<file path="src/rtl/stream_mux_rr_if.sv">
// Purpose: bundles the N:1 merge handshake (input streams plus registered output).
// Latency: n/a (wires only).
// Backpressure: carries in_ready/out_ready; the slave modport is the mux itself.
interface stream_mux_rr_if #(
    parameter int WIDTH  = 16,
    parameter int NUM_IN = 4
);
    localparam int SEL_W = $clog2(NUM_IN);

    logic [NUM_IN*WIDTH-1:0] in_data;
    logic [NUM_IN-1:0]       in_valid;
    logic [NUM_IN-1:0]       in_last;
    logic [NUM_IN-1:0]       in_ready;
    logic [WIDTH-1:0]        out_data;
    logic                    out_valid;
    logic                    out_last;
    logic [SEL_W-1:0]        out_sel;
    logic                    out_ready;

    // Producer/consumer side: drives the input streams and the output ready.
    modport master (
        output in_data, in_valid, in_last, out_ready,
        input  in_ready, out_data, out_valid, out_last, out_sel
    );

    // Mux side.
    modport slave (
        input  in_data, in_valid, in_last, out_ready,
        output in_ready, out_data, out_valid, out_last, out_sel
    );
endinterface

</file>
<file path="src/rtl/stream_mux_rr.sv">
// Purpose: round-robin N:1 stream merge with whole-packet locking onto one registered output.
// Latency: 1 cycle from input transfer to out_valid; one word per cycle sustained.
// Backpressure: in_ready is offered only when the output register is empty or draining this cycle.
module stream_mux_rr #(
    parameter int WIDTH  = 16,
    parameter int NUM_IN = 4
) (
    input logic            clk,
    input logic            rst_n,
    stream_mux_rr_if.slave bus
);
    localparam int SEL_W = $clog2(NUM_IN);
    localparam logic [SEL_W-1:0] LAST_IDX = SEL_W'(NUM_IN - 1);

    typedef enum logic {IDLE, LOCKED} state_t;

    state_t            state, state_nxt;
    logic [SEL_W-1:0]  rr_ptr, rr_ptr_nxt;
    logic [SEL_W-1:0]  lock_idx, lock_idx_nxt;
    logic [SEL_W-1:0]  grant;
    logic              grant_ok;
    logic              load_en;
    logic              in_xfer;
    logic [NUM_IN-1:0] ready;
    logic [SEL_W:0]    cand;

    logic [WIDTH-1:0]  out_data_q;
    logic              out_valid_q;
    logic              out_last_q;
    logic [SEL_W-1:0]  out_sel_q;

    assign load_en = !out_valid_q || bus.out_ready;

    // Grant selection: the locked source while in a packet, else first valid input from rr_ptr upward.
    always_comb begin
        grant    = rr_ptr;
        grant_ok = 1'b0;
        cand     = '0;
        if (state == LOCKED) begin
            grant    = lock_idx;
            grant_ok = 1'b1;
        end else begin
            // Walk the ring backwards so the last hit (nearest to rr_ptr) wins without a break.
            for (int k = NUM_IN - 1; k >= 0; k--) begin
                cand = {1'b0, rr_ptr} + (SEL_W + 1)'(k);
                if (cand >= (SEL_W + 1)'(NUM_IN)) begin
                    cand = cand - (SEL_W + 1)'(NUM_IN);
                end
                if (bus.in_valid[cand[SEL_W-1:0]]) begin
                    grant    = cand[SEL_W-1:0];
                    grant_ok = 1'b1;
                end
            end
        end
    end

    // Ready is one-hot on the granted input and forced low while reset is asserted.
    always_comb begin
        ready = '0;
        if (rst_n && grant_ok) begin
            ready[grant] = load_en;
        end
        in_xfer = bus.in_valid[grant] && ready[grant];
    end

    assign bus.in_ready = ready;

    // Next state: lock on a non-last beat, release and advance the pointer past the source on its last beat.
    always_comb begin
        state_nxt    = state;
        rr_ptr_nxt   = rr_ptr;
        lock_idx_nxt = lock_idx;
        if (in_xfer) begin
            if (bus.in_last[grant]) begin
                state_nxt  = IDLE;
                rr_ptr_nxt = (grant == LAST_IDX) ? '0 : grant + 1'b1;
            end else begin
                state_nxt    = LOCKED;
                lock_idx_nxt = grant;
            end
        end
    end

    // Arbitration state registers.
    always_ff @(posedge clk or negedge rst_n) begin
        if (!rst_n) begin
            state    <= IDLE;
            rr_ptr   <= '0;
            lock_idx <= '0;
        end else begin
            state    <= state_nxt;
            rr_ptr   <= rr_ptr_nxt;
            lock_idx <= lock_idx_nxt;
        end
    end

    // Output register: load on input transfer, otherwise empty it when the consumer takes the word.
    always_ff @(posedge clk or negedge rst_n) begin
        if (!rst_n) begin
            out_data_q  <= '0;
            out_valid_q <= 1'b0;
            out_last_q  <= 1'b0;
            out_sel_q   <= '0;
        end else if (in_xfer) begin
            out_data_q  <= bus.in_data[int'(grant) * WIDTH +: WIDTH];
            out_valid_q <= 1'b1;
            out_last_q  <= bus.in_last[grant];
            out_sel_q   <= grant;
        end else if (bus.out_ready) begin
            out_valid_q <= 1'b0;
        end
    end

    assign bus.out_data  = out_data_q;
    assign bus.out_valid = out_valid_q;
    assign bus.out_last  = out_last_q;
    assign bus.out_sel   = out_sel_q;

endmodule

</file>
<file path="src/flat_wrapper.sv">
// flat-port wrapper written by rule: the top's interface ports become plain ports
module stream_mux_rr_flat 
#(
    parameter int WIDTH  = 16,
    parameter int NUM_IN = 4
)
  (clk, rst_n, bus_in_data, bus_in_valid, bus_in_last, bus_out_ready, bus_in_ready, bus_out_data, bus_out_valid, bus_out_last, bus_out_sel);
  stream_mux_rr_if #(.WIDTH(WIDTH), .NUM_IN(NUM_IN)) bus_i ();
  input logic clk;
  input logic rst_n;
  input wire logic [$bits(bus_i.in_data)-1:0] bus_in_data;
  input wire logic [$bits(bus_i.in_valid)-1:0] bus_in_valid;
  input wire logic [$bits(bus_i.in_last)-1:0] bus_in_last;
  input wire logic [$bits(bus_i.out_ready)-1:0] bus_out_ready;
  output wire logic [$bits(bus_i.in_ready)-1:0] bus_in_ready;
  output wire logic [$bits(bus_i.out_data)-1:0] bus_out_data;
  output wire logic [$bits(bus_i.out_valid)-1:0] bus_out_valid;
  output wire logic [$bits(bus_i.out_last)-1:0] bus_out_last;
  output wire logic [$bits(bus_i.out_sel)-1:0] bus_out_sel;
  assign bus_i.in_data = bus_in_data;
  assign bus_i.in_valid = bus_in_valid;
  assign bus_i.in_last = bus_in_last;
  assign bus_i.out_ready = bus_out_ready;
  assign bus_in_ready = bus_i.in_ready;
  assign bus_out_data = bus_i.out_data;
  assign bus_out_valid = bus_i.out_valid;
  assign bus_out_last = bus_i.out_last;
  assign bus_out_sel = bus_i.out_sel;
  stream_mux_rr #(.WIDTH(WIDTH), .NUM_IN(NUM_IN)) u_core (.clk(clk), .rst_n(rst_n), .bus(bus_i));
endmodule
</file>
<file path="config.mk">
export PLATFORM = sky130hd
export DESIGN_NAME = stream_mux_rr_flat
export DESIGN_NICKNAME = d
export VERILOG_FILES = /design/src/rtl/stream_mux_rr_if.sv /design/src/rtl/stream_mux_rr.sv /design/src/flat_wrapper.sv
export SDC_FILE = /design/constraint.sdc
export NUM_CORES = 1
export LEC_CHECK = 0
export ABC_AREA = 1
export BUFFER_PORTS_ARGS = -buffer_cell sky130_fd_sc_hd__buf_2
export CORE_AREA = 2 2 68 70
export CTS_BUF_LIST = sky130_fd_sc_hd__clkbuf_4 sky130_fd_sc_hd__clkbuf_8 sky130_fd_sc_hd__clkbuf_16
export DETAILED_ROUTE_END_ITERATION = 8
export DIE_AREA = 0 0 70 72
export MAX_ROUTING_LAYER = met4
export PLACE_DENSITY = 0.82
export REMOVE_ABC_BUFFERS = 1
export SLEW_MARGIN = 20
export SYNTH_ARGS = -nofsm -noshare
export SYNTH_HDL_FRONTEND = slang
export SYNTH_SLANG_ARGS = --single-unit
export TNS_END_PERCENT = 10
</file>
<file path="constraint.sdc">
create_clock -name clk -period 3.8 [get_ports clk]
set_input_delay 0.38 -clock clk [delete_from_list [all_inputs] [get_ports clk]]
set_output_delay 0.38 -clock clk [all_outputs]
set_load 0.01 [all_outputs]
</file>
Yosys cells after proc, flatten, opt, wreduce, memory -nomap -nowiden:

Cells that the tools add are included.

* register bits: 25
* input port bits: 75
* output and inout port bits: 24
* word-level logic and storage cells: 76

* add/subtract/negate cells: 8
* order comparisons: 10
* equality and inequality tests: 1
* shifts and indexed selects: 1
* multiplexer cells: 39
* bitwise logic cells: 2
* reductions and logical operators: 8

Operator list (number)
* $shiftx A64 B7 Y16: 1
* $mux W2: 14
* $mux W1: 16
* $lt A2 B3 Y1 const B: 5
* $bmux W1 S2: 7
* $ge A3 B3 Y1 const B: 3
* $sub A2 B1 Y2 const B: 4
* $add A2 B2 Y3 const B: 2
* $and A4 B4 Y4: 1
* $mux W4: 1
* $reduce_and A2 Y1: 2
* $add A2 B1 Y3 const B: 1
* $ge A2 B3 Y1 const B: 1
* $logic_and A1 B1 Y1: 3
* $add A2 B1 Y2 const B: 1
* $demux W1 S2: 1
* $eq A2 B2 Y1 const B: 1
* $ge A2 B1 Y1 const B: 1
* $reduce_bool A2 Y1: 1
* $logic_not A1 Y1: 1
* $logic_or A1 B1 Y1: 1
* $not A1 Y1: 1

Longest topological paths before layout:

Gate-level depths: netlist of run 1.

* depth after elaboration: 21
* gate-level depth with buffers: 24
* depth with buffers taken out: 21

Worst setup path before layout of run 1:

No wires, ideal clock.

* kind: register to register
* start point: register u_core.rr_ptr[0]
* end point: register u_core.out_data_q[0] (netlist: u_core.bus.out_data[0])
* library setup time: 0.117 ns
* arrival time: 2.295 ns
* data required time: 3.683 ns
* setup slack: 1.389 ns
* stages on the path, launching flop included: 22
* buffers on the path: 4
* period minus slack after synthesis: 2.411 ns
* path through: dfrtp_1 buf_6 o21ai_0 nand2_1 nand2_1 inv_2 nand4_2 nand3_4 nand2_4 buf_6 buf_6 ha_1 nand2_1 nor2_1 nand2_1 nand2_1 inv_2 nand2_4 inv_2 buf_4 nand2_1 nand2_1

* longest elaborated chain between the ends: 20
* elaborated cells between the ends (all ways): 51
* those cells by class: 7 x add/sub; 6 x order compare; 1 x shift; 33 x mux; 1 x bitwise; 3 x reduce/logical

RTL lines
* from (decl): RTL line stream_mux_rr.sv:18 `logic [SEL_W-1:0] rr_ptr, rr_ptr_nxt;`
* from (signal assigned): RTL line stream_mux_rr.sv:92 `rr_ptr <= rr_ptr_nxt;`
* $add A2 B2 Y3: RTL line stream_mux_rr.sv:45 `cand = {1'b0, rr_ptr} + (SEL_W + 1)'(k);`
* $ge A3 B3 Y1 / $sub A2 B1 Y2 (equally long branches): RTL line stream_mux_rr.sv:46, stream_mux_rr.sv:47
* $mux W2: RTL line stream_mux_rr.sv:46 `if (cand >= (SEL_W + 1)'(NUM_IN)) begin`
* $mux W2: RTL line stream_mux_rr.sv:39 `if (state == LOCKED) begin`
* $bmux W1 S2: RTL line stream_mux_rr.sv:49 `if (bus.in_valid[cand[SEL_W-1:0]]) begin`
* $mux W1 (implied by the code): RTL line stream_mux_rr.sv:49
* $mux W2 (4 in series): RTL line stream_mux_rr.sv:49
* $mux W2: RTL line stream_mux_rr.sv:39
* $lt A2 B3 Y1 (implied by the code) / $ge A2 B1 Y1 (equally long branches): RTL line stream_mux_rr.sv:61 `ready[grant] = load_en;`
* $logic_and A1 B1 Y1 (implied by the code): RTL line stream_mux_rr.sv:61
* $mux W1 (implied by the code): RTL line stream_mux_rr.sv:61
* $demux W1 S2
* $and A4 B4 Y4 (no line)
* $mux W4: RTL line stream_mux_rr.sv:60 `if (rst_n && grant_ok) begin`
* $bmux W1 S2: RTL line stream_mux_rr.sv:63 `in_xfer = bus.in_valid[grant] && ready[grant];`
* $mux W1 (implied by the code): RTL line stream_mux_rr.sv:63
* $logic_and A1 B1 Y1: RTL line stream_mux_rr.sv:63
* to (signal assigned): RTL line stream_mux_rr.sv:105 `out_data_q <= bus.in_data[int'(grant) * WIDTH +: WIDTH];`
* to (decl): RTL line stream_mux_rr.sv:27 `logic [WIDTH-1:0] out_data_q;`

Parallel ways exist; a longest one is shown, timed or not. The select of a mux whose other input is x is not followed.
A chain may end at the register's enable or synchronous reset.

Final worst setup path of run 1:

* start point: register u_core.rr_ptr[0]
* end point: register u_core.out_valid_q (netlist: u_core.bus.out_valid)

* longest elaborated chain between the ends: 21
* elaborated cells between the ends (all ways): 52
* those cells by class: 7 x add/sub; 6 x order compare; 34 x mux; 1 x bitwise; 4 x reduce/logical

RTL lines
* $add A2 B2 Y3: RTL line stream_mux_rr.sv:45
* $ge A3 B3 Y1 / $sub A2 B1 Y2 (equally long branches): RTL line stream_mux_rr.sv:46, stream_mux_rr.sv:47
* $mux W2: RTL line stream_mux_rr.sv:46
* $mux W2: RTL line stream_mux_rr.sv:39
* $bmux W1 S2: RTL line stream_mux_rr.sv:49
* $mux W1 (implied by the code): RTL line stream_mux_rr.sv:49
* $mux W2 (4 in series): RTL line stream_mux_rr.sv:49
* $mux W2: RTL line stream_mux_rr.sv:39
* [... 2 more ...]
* $mux W1 (implied by the code): RTL line stream_mux_rr.sv:61
* $demux W1 S2
* $and A4 B4 Y4 (no line)
* $mux W4: RTL line stream_mux_rr.sv:60
* $bmux W1 S2: RTL line stream_mux_rr.sv:63
* $mux W1 (implied by the code): RTL line stream_mux_rr.sv:63
* $logic_and A1 B1 Y1 (*): RTL line stream_mux_rr.sv:63
* $mux W1 / $reduce_bool A2 Y1 (equally long branches)
* to (signal assigned): RTL line stream_mux_rr.sv:101 `out_valid_q <= 1'b0;`
* to (signal assigned): RTL line stream_mux_rr.sv:106 `out_valid_q <= 1'b1;`
* to (signal assigned): RTL line stream_mux_rr.sv:110 `out_valid_q <= 1'b0;`
* to (decl): RTL line stream_mux_rr.sv:28 `logic out_valid_q;`

Mark *: on every way between the ends. The rest lies on a longest branch, timed or not. The select of a mux whose other input is x is not followed.

==> results by stage, run 1 <==
Global route:
- Entering global routing, the biggest net connects 50 pins.
- The number of global-route vias before repair is 2103.
- The total overflow left after global routing is 0.
- The number of antenna violations at the first check in global routing is 0.
- The total track usage is 21.5%.
- The first global-routing pass estimated 8.66 mm of wire.

STA:
- Setup repair after global routing left no endpoint under its margin.
- The maximum clock rate is 0.330 GHz.
- The number of max-slew violations in the final report is 0.
- The worst pin sits at a relative slew slack of between 60% and 70%.
- The clock arrives with about 5.8 ps of skew.
- Setup violations remaining at the end of the flow were counted as 0.
- The share of the clock period used by the worst path is 79.8%.
- The routed design could run at a clock period as short as about 3000 ps.
- The total count of hold-check failures in the final report is 0.
- For the pin with the worst max-slew slack, the measured transition is approximately 560 ps.
- In the post-route analysis, the smallest setup slack over all paths is between 700 and 800 ps.
- In the final timing run, aggregate negative setup slack is 0 ps.

Synthesis:
- Ranked by total cell area, the synthesized netlist is headed by sky130_fd_sc_hd__dfrtp_1 30%, sky130_fd_sc_hd__nand2_1 28%, sky130_fd_sc_hd__o211ai_1 11%, sky130_fd_sc_hd__inv_1 8.5%, sky130_fd_sc_hd__nand3_1 3.8%.
- Summing every instance area after synthesis gives 2090 µm².
- The number of flip-flops and latches in the synthesized netlist is 25.
- Yosys instantiated no cell more often than sky130_fd_sc_hd__nand2_1.
- In the synthesized netlist, the cells that appear most often are 156 x sky130_fd_sc_hd__nand2_1, 47 x sky130_fd_sc_hd__inv_1, 30 x sky130_fd_sc_hd__o211ai_1, 25 x sky130_fd_sc_hd__dfrtp_1, 16 x sky130_fd_sc_hd__nand3_1.
- The synthesized design contains 0 enable-type register cells.
- The mean area per synthesized cell is 6.29 µm².
- The sequential fraction of the synthesis area is between 20% and 30%.
- In this run the biggest area consumer among cell types represents between 20% and 30% of the synthesized area.
- Counting every instance in the synthesized netlist gives roughly 330.
- Counting flops with an async set or reset pin after synthesis yields a share of 100%.
- Yosys mapped the design onto 25 distinct sky130hd cell types.
- The most common flop cell mapped by yosys is sky130_fd_sc_hd__dfrtp_1.
- The leading area contributor after synthesis is sky130_fd_sc_hd__dfrtp_1.
- For this run, the number of Yosys warnings is 0.

Clock tree:
- The library cell used as clock root buffer is sky130_fd_sc_hd__clkbuf_8.
- The deepest level of the CTS H-tree is 1.
- The number of hold-repair buffers added at the cts stage is 0.
- After clock tree synthesis, the setup repair step added 0 buffers.
- In this run the deepest clock path goes through 2 buffers.
- TritonCTS built the clock tree.
- The count of instances resized after the clock tree is built is 0.
- The number of buffers created by CTS is 3.
- The TritonCTS sink count is 25.
- The clock network latency to the later pin of the worst-skew pair is between 200 and 300 ps.
- The clock transition at the registers of the reported paths is ~90 ps.

Critical path:
- The worst setup path is of the reg2reg kind.
- The cell count of the worst reg-to-reg path is 18.
- The data arrival at the endpoint of the critical path is ~3200 ps.
- The required time of the critical path is approximately 3900 ps.
- STA classifies the critical path startpoint as a flop.
- Along the worst path, the maximum fanout reaches 25.
- The reg-to-reg setup timing slack is 770 ps.
- The worst flop-to-flop path endpoint is u_core.bus.out_valid.
- The worst register-to-register path begins at u_core.rr_ptr[0].
- STA classifies the critical path endpoint as a flop.

Power and ir drop:
- The cell leakage power is roughly 1.6 nW.
- In this run the power density over the cells is 896 nW/µm².
- Across the VDD grid, the largest voltage drop is about 420 µV.

Floorplan:
- The core area is 4260 µm².
- The count of boundary I/O pins is between 90 and 100.
- The floorplan step set the die width to ~70 µm.
- The floorplan die height is 72 µm.
- After floorplanning, the core was divided into 24 placement rows.
- The initial cell density of the core is between 40% and 50%.
- The floorplan step defined a die boundary enclosing 5040 µm².

Drt:
- For this block, the routed nets add up to 5.11 mm of wire.
- The first-pass iteration count of the detailed router is 4.
- Dividing the detail-routed wire length by the instance count gives 10.8 µm.
- The number of remaining DRC errors is 0.
- Dividing the detail-routed via count by the number of cells gives about 4.8.
- The iteration-0 DRC count of the detailed router is 94.
- Once detail routing completed, the nets flagged for antenna violations numbered 0.
- The detailed router placed 2246 vias in this run.

Cells and area:
- The number of fill cells is between 400 and 500.
- Compared with the post-synthesis result, the final layout area differs by 23.4%.
- For this run, the share of the core covered by cells in the final layout is between 60% and 70%.
- The count of inserted antenna diode cells is 0.
- The count of non-filler cells in the finished layout is 472.
- In the final layout, the share of cells above drive strength 1 is between 20 and 30%.
- After the last flow step, the layout net total stands at slightly below 500.

Flow run:
- Max-cap violations in this run came to 0.

Run status:
- The run finished with clean final reports.

Placement:
- The number of cells after detailed placement is 468.
- The post-placement worst setup slack is ~790 ps.
- The placed wire-length estimate is about 4.1 mm.
- The final weighted congestion of routability-driven global placement is 0.895.
- The quantity of I/O buffers inserted on ports is 98.

Worst hold path:
- In this run the worst hold path is classified as in2async.
cells by family (layout without fill, tap and decap cells):
kind of cell / Yosys count / in the layout / share of synthesized area, %
DFF: 25 / 25 / 30.0
AOI/OAI and AO/OA: 39 / 39 / 13.7
and+or+nand+nor: 197 / 197 / 39.7
adders and majority gates: 1 / 1 / 0.599
buffers and inverters: 70 / 158 / 16.0
per-layer routing:
| metal | part of all wire (%) | up-vias | GRT usage [%] |
|---|---|---|---|
| li1 | - | 1209 | - |
| met1 | 43 | 950 | 24.3 |
| met2 | 50 | 79 | 39.3 |
| met3 | 6.1 | 8 | 3.19 |
| met4 | 1.5 | 0 | 7.05 |
| met5 | 0 | - | - |
critical path, stage by stage (launching register included):
cell	delay, ps
sky130_fd_sc_hd__dfrtp_1	610
sky130_fd_sc_hd__inv_2	150
sky130_fd_sc_hd__nand2_1	90
sky130_fd_sc_hd__nand2_1	80
sky130_fd_sc_hd__nand2_2	100
sky130_fd_sc_hd__nand2_2	80
sky130_fd_sc_hd__nor2_1	90
sky130_fd_sc_hd__nand2_1	60
sky130_fd_sc_hd__nand2_1	90
sky130_fd_sc_hd__nand2_2	280
sky130_fd_sc_hd__ha_1	310
sky130_fd_sc_hd__nand2_1	110
sky130_fd_sc_hd__nor2_1	60
sky130_fd_sc_hd__nand2_1	60
sky130_fd_sc_hd__nand2_1	70
sky130_fd_sc_hd__inv_2	80
sky130_fd_sc_hd__nand2_4	150
sky130_fd_sc_hd__inv_2	300
sky130_fd_sc_hd__o21ai_0	130
registers in the layout (all words and copies together), names as in the netlist:
register              count
u_core.bus.out_data      16
u_core.bus.out_last       1
u_core.bus.out_sel        2
u_core.bus.out_valid      1
u_core.lock_idx           2
u_core.rr_ptr             2
u_core.state              1
layout by cell type, fill, tap and decap left out, types with 6 or more instances in the layout:
cell,n
sky130_fd_sc_hd__nand2_1,156
sky130_fd_sc_hd__buf_2,98
sky130_fd_sc_hd__inv_1,47
sky130_fd_sc_hd__o211ai_1,30
sky130_fd_sc_hd__dfrtp_1,25
sky130_fd_sc_hd__nand3_1,16
sky130_fd_sc_hd__nor2_1,9
sky130_fd_sc_hd__nand2_2,7
sky130_fd_sc_hd__inv_2,6
area by class of cell:
cell class / count / area, µm² / area share [%]
Clock buffer: 3 / 41.3 / 1.60
Clock inverter: 1 / 7.51 / 0.292
Inverter: 54 / 203 / 7.87
Multi-Input combinational cell: 237 / 1130 / 43.8
Sequential cell: 25 / 626 / 24.3
Tap cell: 52 / 65.1 / 2.53
Timing Repair Buffer: 100 / 505 / 19.6
power by group:
group	switching, W	leakage [nW]	internal, W
clock	0.0000853	0.0217	0.0000743
combinational	0.00109	1.25	0.000567
sequential	0.0000946	0.313	0.000397
per-stage QoR:
stage / total power (W) / hold slack (ps) / area (µm²)
finish: 0.00231 / 87.1 / 2570
global route: 0.00259 / 127 / 2570
floorplan: 0.00169 / 84.4 / 1960
detailed placement: 0.00216 / 400 / 2530
global placement: 0.00211 / 393 / 2530
CTS: 0.00233 / 100 / 2570
how the worst max path moves through the flow:
stage | slack (ps) | to | start
after floorplan | 990 | u_core.bus.out_data[0] | u_core.rr_ptr[0]
after global placement | 980 | u_core.bus.out_valid | u_core.rr_ptr[0]
after detailed placement | 790 | u_core.bus.out_valid | u_core.rr_ptr[0]
after global routing | 390 | u_core.bus.out_valid | u_core.rr_ptr[0]
after CTS | 780 | u_core.bus.out_valid | u_core.rr_ptr[0]
final | 770 | u_core.bus.out_valid | u_core.rr_ptr[0]
Note: power is estimated with default switching activity, not from simulation.
==> inputs of run 2 (changes only) <==
- CORE_AREA: 2 2 68 70 -> 2 2 70 72
- DIE_AREA: 0 0 70 72 -> 0 0 72 74
- PLACE_DENSITY: 0.82 -> 0.78
- clock period: 3.8 -> 3 ns (I/O delays scaled with it)
==> results by stage, run 2 (synthesis gave the netlist of run 1 again) <==
Run status:
- The run finished with clean final reports.

STA:
- The setup slack of the critical path after layout is 262 ps (-505 ps).
- The maximum clock rate is approximately 0.37 GHz.
- The slew at the pin closest to its max-slew limit is 341 ps (-216 ps).
- The share of the clock period used by the worst path is around nine tenths.
- The count of final setup violators is 0 (unchanged).
- Setup repair after global routing left no endpoint under its margin.
- The number of max-slew violations in the final report came to 0 (unchanged).
- The total negative setup slack is 0 ps (unchanged).
- The final setup skew is 2.11 ps (-3.71 ps).
- The total count of hold-check failures in the final report came to 0 (unchanged).
- The post-route minimum period is roughly 2700 ps.
- The worst slew margin relative to its limit was 77.2% (+14 points).

Placement:
- The quantity of I/O buffers inserted on ports is 98 (unchanged).
- The final weighted congestion of routability-driven global placement came to 0.940 (+5.1%).
- The placed wire-length estimate is 3.99 mm (-1.6%).
- The post-placement worst setup slack is 260 ps (-535 ps).

Power and ir drop:
- The peak supply drop is 681 µV (+62%).
- The total power per unit cell area is 1150 nW/µm² (+29%).
- The cell leakage power was 1.62 nW (+2.1%).
- The total power draw is 0.00304 W (+32%).

Global route:
- The overall overflow remaining after global route came to 0 (unchanged).
- The total track usage is 20.8% (-0.72 points).
- The largest net degree at the start of global routing came to 76 (+52%).
- The number of antenna violations at the first check in global routing came to 0 (unchanged).
- The number of global-route vias before repair is 2039 (-3.0%).
- The first-pass GRT wire length is 8.66 mm (unchanged).

Cells and area:
- The area of all sequential standard cells was 627 µm² (+0.20%).
- The number of fill cells is 446 (+5.4%).
- The flip-flop count of the largest register after layout is 16 (unchanged).
- The final net count came to 502 (+1.0%).
- The area of the multi-input gates was 1130 µm² (+0.44%).
- The commonest non-fill, non-tap cell in the layout is sky130_fd_sc_hd__nand2_1.
- The signed area change from the synthesized netlist to the final layout is 26.4%.
- The top cell types in the final layout, fill and taps aside, are 156 x sky130_fd_sc_hd__nand2_1, 98 x sky130_fd_sc_hd__buf_2, 47 x sky130_fd_sc_hd__inv_1, 30 x sky130_fd_sc_hd__o211ai_1, 24 x sky130_fd_sc_hd__dfrtp_1.
- The count of inserted antenna diode cells is 0 (unchanged).
- The fraction of layout instances using a drive strength above 1 was 30.8% (+1.3 points).

Critical path:
- The largest fanout of any net on the critical path is 16 (-36%).
- The buffering stage count on the worst path with inverters included was 5 (+2).
- The worst flop-to-flop path endpoint is u_core.rr_ptr[1].
- Traced cell by cell, the critical path runs through inv_2 > nand2_1 > nand2_1 > nand2_2 > nand2_2 > nor2_1 > nand2_1 > nand2_1 > nand2_2 > buf_6 > clkinv_1 > buf_4 > nor3_2 > buf_2.
- The worst-path cell with the longest stage delay is sky130_fd_sc_hd__dfrtp_2.
- The endpoint class of the critical path is a primary output.
- The data arrival at the endpoint of the critical path was 2440 ps (-740 ps).
- The worst setup path is of the reg2out kind.
- The most numerous cell type found on the critical path is sky130_fd_sc_hd__nand2_1.
- The reg-to-reg setup timing slack is 400 ps (-370 ps).
- The required time of the critical path is 2700 ps (-1240 ps).
- The longest individual stage delay on the worst path is 480 ps (-130 ps).
- The cell count of the worst reg-to-reg path is 22 (+4).
- The startpoint identified for the worst register-to-register timing path is u_core.rr_ptr[0].
- The kind of cell with the highest combined delay along the critical path is simple AND/OR/NAND/NOR gates.
- The critical path startpoint category is a flop.

Clock tree:
- The deepest level of the CTS H-tree was 1 (unchanged).
- The number of buffers created by CTS is 3 (unchanged).
- The clock transition at the registers of the reported paths is 80 ps (about the same).
- The TritonCTS sink count came to 25 (unchanged).
- The clock tree buffer depth was 2 (unchanged).
- The clock network latency to the later pin of the worst-skew pair is 260 ps (about the same).
- The number of hold-repair buffers added at the cts stage is 0 (unchanged).
- The cell sitting at the root of the clock tree is a sky130_fd_sc_hd__clkbuf_8.
- TritonCTS built the clock tree.

Floorplan:
- The x dimension of the die came to 72 µm (+2.9%).
- The floorplan die height is 74 µm (+2.8%).
- The overall die area is 5330 µm² (+5.7%).
- The number of standard-cell rows in the floorplan is 25 (+4.2%).
- The initial cell density of the core was 45.4% (-3.6 points).
- The count of boundary I/O pins is 99 (unchanged).
- The core area is 4600 µm² (+7.8%).

Drt:
- The count of antenna-violating nets left after detailed routing came to 0 (unchanged).
- The number of remaining DRC errors came to 0 (unchanged).
- The average detailed-routed wire length per instance is 10.7 µm (-1.0%).
- The total vias in the final route is 2297 (+2.3%).
- The iteration-0 DRC count of the detailed router is 91 (-3.2%).
- The first-pass iteration count of the detailed router is 4 (unchanged).
- The detailed-route vias per instance is 4.80 (+0.78%).
- The wire length after detailed routing is 5.13 mm (+0.45%).

Worst hold path:
- The worst hold path belongs to the class in2async.

Flow run:
- The max-cap violation count is 0 (unchanged).
-- run 2: layer usage --
metal | track usage [%] | vias up | part of all wire [%]
met5 | - | - | 0
met4 | 3.98 | 0 | 0.39
met3 | 4.47 | 2 | 6.5
met2 | 35.9 | 76 | 48
met1 | 25.3 | 1000 | 45
li1 | - | 1219 | -
-- run 2: how the worst max path moves through the flow --
stage,start,to,slack [ps],cells past startpoint
2_1_floorplan,u_core.rr_ptr[0],u_core.bus.out_data[0],190,21
3_3_place_gp,u_core.rr_ptr[0],bus_in_ready[2],350,13
3_5_place_dp,u_core.rr_ptr[0],u_core.bus.out_valid,260,17
4_1_cts,u_core.rr_ptr[0],bus_in_ready[2],70,14
5_1_grt,u_core.rr_ptr[0],bus_in_ready[2],30,14
6_report,u_core.rr_ptr[0],bus_in_ready[2],260,14
-- run 2: power by group --
group | switching, W | leakage, nW | internal, W
registers | 0.000109 | 0.312 | 0.000504
logic | 0.00142 | 1.28 | 0.000811
clock network | 0.0000982 | 0.0262 | 0.000104
total | 0.00162 | 1.62 | 0.00142
-- run 2: worst register-to-register path, stage by stage (launching register included) --
cell	delay, ps
sky130_fd_sc_hd__dfrtp_2	480
sky130_fd_sc_hd__inv_2	150
sky130_fd_sc_hd__nand2_1	60
sky130_fd_sc_hd__nand2_1	110
sky130_fd_sc_hd__nand2_2	90
sky130_fd_sc_hd__nand2_2	90
sky130_fd_sc_hd__inv_2	40
sky130_fd_sc_hd__nand2_2	60
sky130_fd_sc_hd__nand3_2	60
sky130_fd_sc_hd__nand2_2	80
sky130_fd_sc_hd__nand3_4	110
sky130_fd_sc_hd__nand2_4	100
sky130_fd_sc_hd__ha_1	150
sky130_fd_sc_hd__nand2_1	70
sky130_fd_sc_hd__nor2_1	100
sky130_fd_sc_hd__nand2_1	50
sky130_fd_sc_hd__nand2_1	80
sky130_fd_sc_hd__inv_2	50
sky130_fd_sc_hd__nand2_4	110
sky130_fd_sc_hd__buf_4	230
sky130_fd_sc_hd__nand2_1	120
sky130_fd_sc_hd__nand2_1	70
sky130_fd_sc_hd__nand2_1	50
-- run 2: area by class of cell --
type | count | share of cell area (%)
multi-input cells | 237 | 42.9
flip-flops and latches | 25 | 23.8
repair buffers | 105 | 21.2
inverters | 54 | 7.68
well taps | 54 | 2.56
clock buffers | 4 | 1.85
-- run 2: stage by stage --
stage | util, % | instances | hold slack, ps | instance area, µm²
finish | 57.4 | 479 | 26.3 | 2640
global route | 57.4 | 479 | 49.2 | 2640
CTS | 57.0 | 478 | 43.3 | 2620
detailed placement | 55.9 | 474 | 329 | 2570
global placement | 55.9 | 474 | 317 | 2570
floorplan | - | 316 | 4.41 | 1960
-- run 2: timing repair --
| action | CTS | global route |
|---|---|---|
| setup endpoints to repair | 1 | 2 |
| gates resized for setup | 1 | 2 |
| buffers inserted | 0 | 1 |
==> inputs of run 3 (changes only) <==
- BUFFER_PORTS_ARGS: -buffer_cell sky130_fd_sc_hd__buf_2 -> not set
- CORE_AREA: 2 2 70 72 -> 2 2 68 70
- DIE_AREA: 0 0 72 74 -> 0 0 70 72
- DONT_BUFFER_PORTS: not set -> 1
- PLACE_DENSITY: 0.78 -> 0.63
==> results by stage, run 3 (synthesis gave the netlist of run 1 again) <==
Run status:
- The flow ran to the end, and the final reports show no timing, DRC or antenna violations.

Drt:
- The iteration-0 DRC count of the detailed router is 64 (-30%).
- The count of antenna-violating nets left after detailed routing is 0 (unchanged).
- The first-pass iteration count of the detailed router is 4 (unchanged).
- The wire length after detailed routing is 4.77 mm (-7.0%).
- The wire length on met2 is 2.32 mm (-5.4%).
- The detailed-route vias per instance is 5.19 (+8.2%).
- The detailed route wirelength on metal3 came to 306 µm (-8.4%).
- The total vias in the final route is 1972 (-14%).
- The routed length on met1 is 2.10 mm (-9.7%).
- The average detailed-routed wire length per instance is 12.6 µm (+17%).
- The number of remaining DRC errors was 0 (unchanged).
- Signal routing reaches up to met4.

Critical path:
- The setup path with the least slack is of type reg2out.
- The cell count of the worst reg-to-reg path was 20 (-9.1%).
- The largest fanout of any net on the critical path is 36 (+20).
- The reg-to-reg setup timing slack was 300 ps (-100 ps).
- The data arrival at the endpoint of the critical path is 2410 ps (-30 ps).
- The critical path starts at u_core.rr_ptr[0].
- The longest individual stage delay on the worst path is 520 ps (+40 ps).
- The most critical setup path has its endpoint at bus_in_ready[1].
- Walking the worst path, the cells encountered are inv_2 > nand2_1 > nand2_1 > nand2_2 > nand2_2 > inv_2 > nand2_2 > nand3_2 > nand2_2 > nand3_4 > nand2_4 > buf_4 > inv_1 > nor2_1.
- The worst setup path is captured at a primary output.
- In this run the critical register-to-register path is captured at u_core.rr_ptr[1].
- Counting stages on the worst path, the most repeated cell is sky130_fd_sc_hd__nand2_2.
- The worst-path cell with the longest stage delay is sky130_fd_sc_hd__dfrtp_2.
- In this run the critical register-to-register path is launched from u_core.rr_ptr[0].
- The required time of the critical path is 2700 ps (about the same).
- The critical path startpoint category is a flop.

Placement:
- The placed wire-length estimate is 3.68 mm (-7.8%).
- The post-placement worst setup slack was 246 ps (-14.0 ps).
- The final weighted congestion of routability-driven global placement is 0.905 (-3.8%).
- The quantity of I/O buffers inserted on ports is 0 (-100%).
- The standard cell area after detailed placement came to 2070 µm² (-20%).

Power and ir drop:
- The sequential group share of total power came to 25.0% (+4.8 points).
- The total power per unit cell area is 1310 nW/µm² (+14%).
- The peak supply drop is 488 µV (-28%).
- The clock network fraction of total power is 7.2% (+0.6 points).
- The cell leakage power is 1.22 nW (-25%).
- The net switching power figure is 0.00157 W (-3.1%).
- The logic gate share of total power came to 67.8% (-5.4 points).
- The internal power came to 0.00124 W (-12%).
- The proportion of total power due to net switching is 55.9% (+2.5 points).

Flow run:
- The max-cap violation count is 0 (unchanged).

STA:
- The total negative setup slack is 0 ps (unchanged).
- The total count of hold-check failures in the final report came to 0 (unchanged).
- Setup repair after global routing left no endpoint under its margin.
- The post-route minimum period is 2710 ps (-23.9 ps).
- The setup slack of the critical path after layout is 286 ps (+23.9 ps).
- The worst slew margin relative to its limit is 76.9% (-0.38 points).
- The number of max-slew violations in the final report is 0 (unchanged).
- The final setup skew is 7.75 ps (+5.65 ps).
- The count of final setup violators is 0 (unchanged).
- The slew at the pin closest to its max-slew limit came to 347 ps (+6.25 ps).
- The maximum clock rate is 0.369 GHz (+0.88%).
- The share of the clock period used by the worst path is 90.5% (-0.80 points).

Global route:
- The total track usage was 20.4% (-0.35 points).
- The first-pass GRT wire length is 8.20 mm (-5.3%).
- The overall overflow remaining after global route is 0 (unchanged).
- The number of global-route vias before repair is 1785 (-12%).
- The largest net degree at the start of global routing came to 40 (-47%).
- The number of antenna violations at the first check in global routing is 0 (unchanged).

Floorplan:
- The x dimension of the die came to 70 µm (-2.8%).
- The core area came to 4260 µm² (-7.3%).
- The number of standard-cell rows in the floorplan is 24 (-4.0%).
- The overall die area is 5040 µm² (-5.4%).
- The count of boundary I/O pins came to 99 (unchanged).
- The initial cell density of the core is 48.9% (+3.6 points).
- The floorplan die height was 72 µm (-2.7%).

Clock tree:
- The clock tree buffer depth was 2 (unchanged).
- The deepest level of the CTS H-tree is 1 (unchanged).
- The clock network latency to the later pin of the worst-skew pair is 270 ps (about the same).
- The CTS tree is done.
- The TritonCTS sink count is 25 (unchanged).
- The clock transition at the registers of the reported paths is 90 ps (about the same).
- The number of buffers created by CTS is 3 (unchanged).
- The library cell used as clock root buffer is sky130_fd_sc_hd__clkbuf_8.

Cells and area:
- The fraction of layout instances using a drive strength above 1 is 10.1% (-21 points).
- The number of fill cells was 471 (+5.6%).
- The signed area change from the synthesized netlist to the final layout is 2.88%.
- The flip-flop count of the largest register after layout is 16 (unchanged).
- The utilization after layout is 50.4% (-7.0 points).
- The count of inserted antenna diode cells is 0 (unchanged).
- The final design instance area without fill came to 2150 µm² (-19%).
- The area of all sequential standard cells is 627 µm² (unchanged).
- The library cells used most frequently in the layout, excluding fill and tap cells, are 156 x sky130_fd_sc_hd__nand2_1, 47 x sky130_fd_sc_hd__inv_1, 30 x sky130_fd_sc_hd__o211ai_1, 24 x sky130_fd_sc_hd__dfrtp_1, 16 x sky130_fd_sc_hd__nand3_1.
- The final net count is 405 (-19%).
- Leaving out fill and tap cells, the most frequent cell in the layout is sky130_fd_sc_hd__nand2_1.
- The area of the multi-input gates is 1130 µm² (-0.44%).

Worst hold path:
- The class of the most critical hold timing path is in2reg.
-- run 3: through the flow --
step | instances | hold WS, ps | power, W
5_1_grt | 380 | 113 | 0.00318
6_report | 380 | 116 | 0.00282
3_5_place_dp | 374 | 5.63 | 0.00263
3_3_place_gp | 374 | 5.22 | 0.00259
2_1_floorplan | 316 | 4.41 | 0.00214
4_1_cts | 380 | 114 | 0.00284
-- run 3: metal layers --
| metal | global-route usage, % | vias up |
|---|---|---|
| li1 | - | 1020 |
| met1 | 25.5 | 872 |
| met2 | 34.4 | 76 |
| met3 | 3.89 | 4 |
| met4 | 5.13 | 0 |
| met5 | - | - |
-- run 3: cell type report --
type / count / area share, %
multi-input cells: 237 / 52.5
flip-flops and latches: 25 / 29.2
inverters: 54 / 9.62
repair buffers: 8 / 3.50
well taps: 52 / 3.03
clock buffers: 3 / 1.92
clock inverters: 1 / 0.233
-- run 3: critical path: cells and delay by family, from the launching register on --
family | cells | cell delay [ps]
buffers and inverters | 4 | 620
and+or+nand+nor | 10 | 1010
DFF | 1 | 520
-- run 3: how the worst min path moves through the flow --
stage	from	end	slack, ps	depth (start not counted)
after global placement	rst_n	u_core.rr_ptr[0]	5	0
final	bus_out_ready	u_core.bus.out_valid	120	1
after floorplan	rst_n	u_core.bus.out_data[0]	4	0
after global routing	bus_out_ready	u_core.bus.out_valid	110	1
after detailed placement	rst_n	u_core.bus.out_valid	6	0
after CTS	bus_out_ready	u_core.bus.out_valid	110	1
-- run 3: what timing repair did --
action,CTS,global route
buffers inserted,0,0
gates resized for setup,0,2
setup endpoints to repair,0,7
endpoints found under the hold margin,25,0
hold buffers,2,0
-- run 3: power groups by stage --
stage	registers [W]	clock network [W]	logic (W)
2_1_floorplan	0.000667	0	0.00148
3_3_place_gp	0.000711	0	0.00188
3_5_place_dp	0.000707	0	0.00192
4_1_cts	0.000705	0.000210	0.00193
5_1_grt	0.000728	0.000228	0.00222
6_report	0.000704	0.000203	0.00191
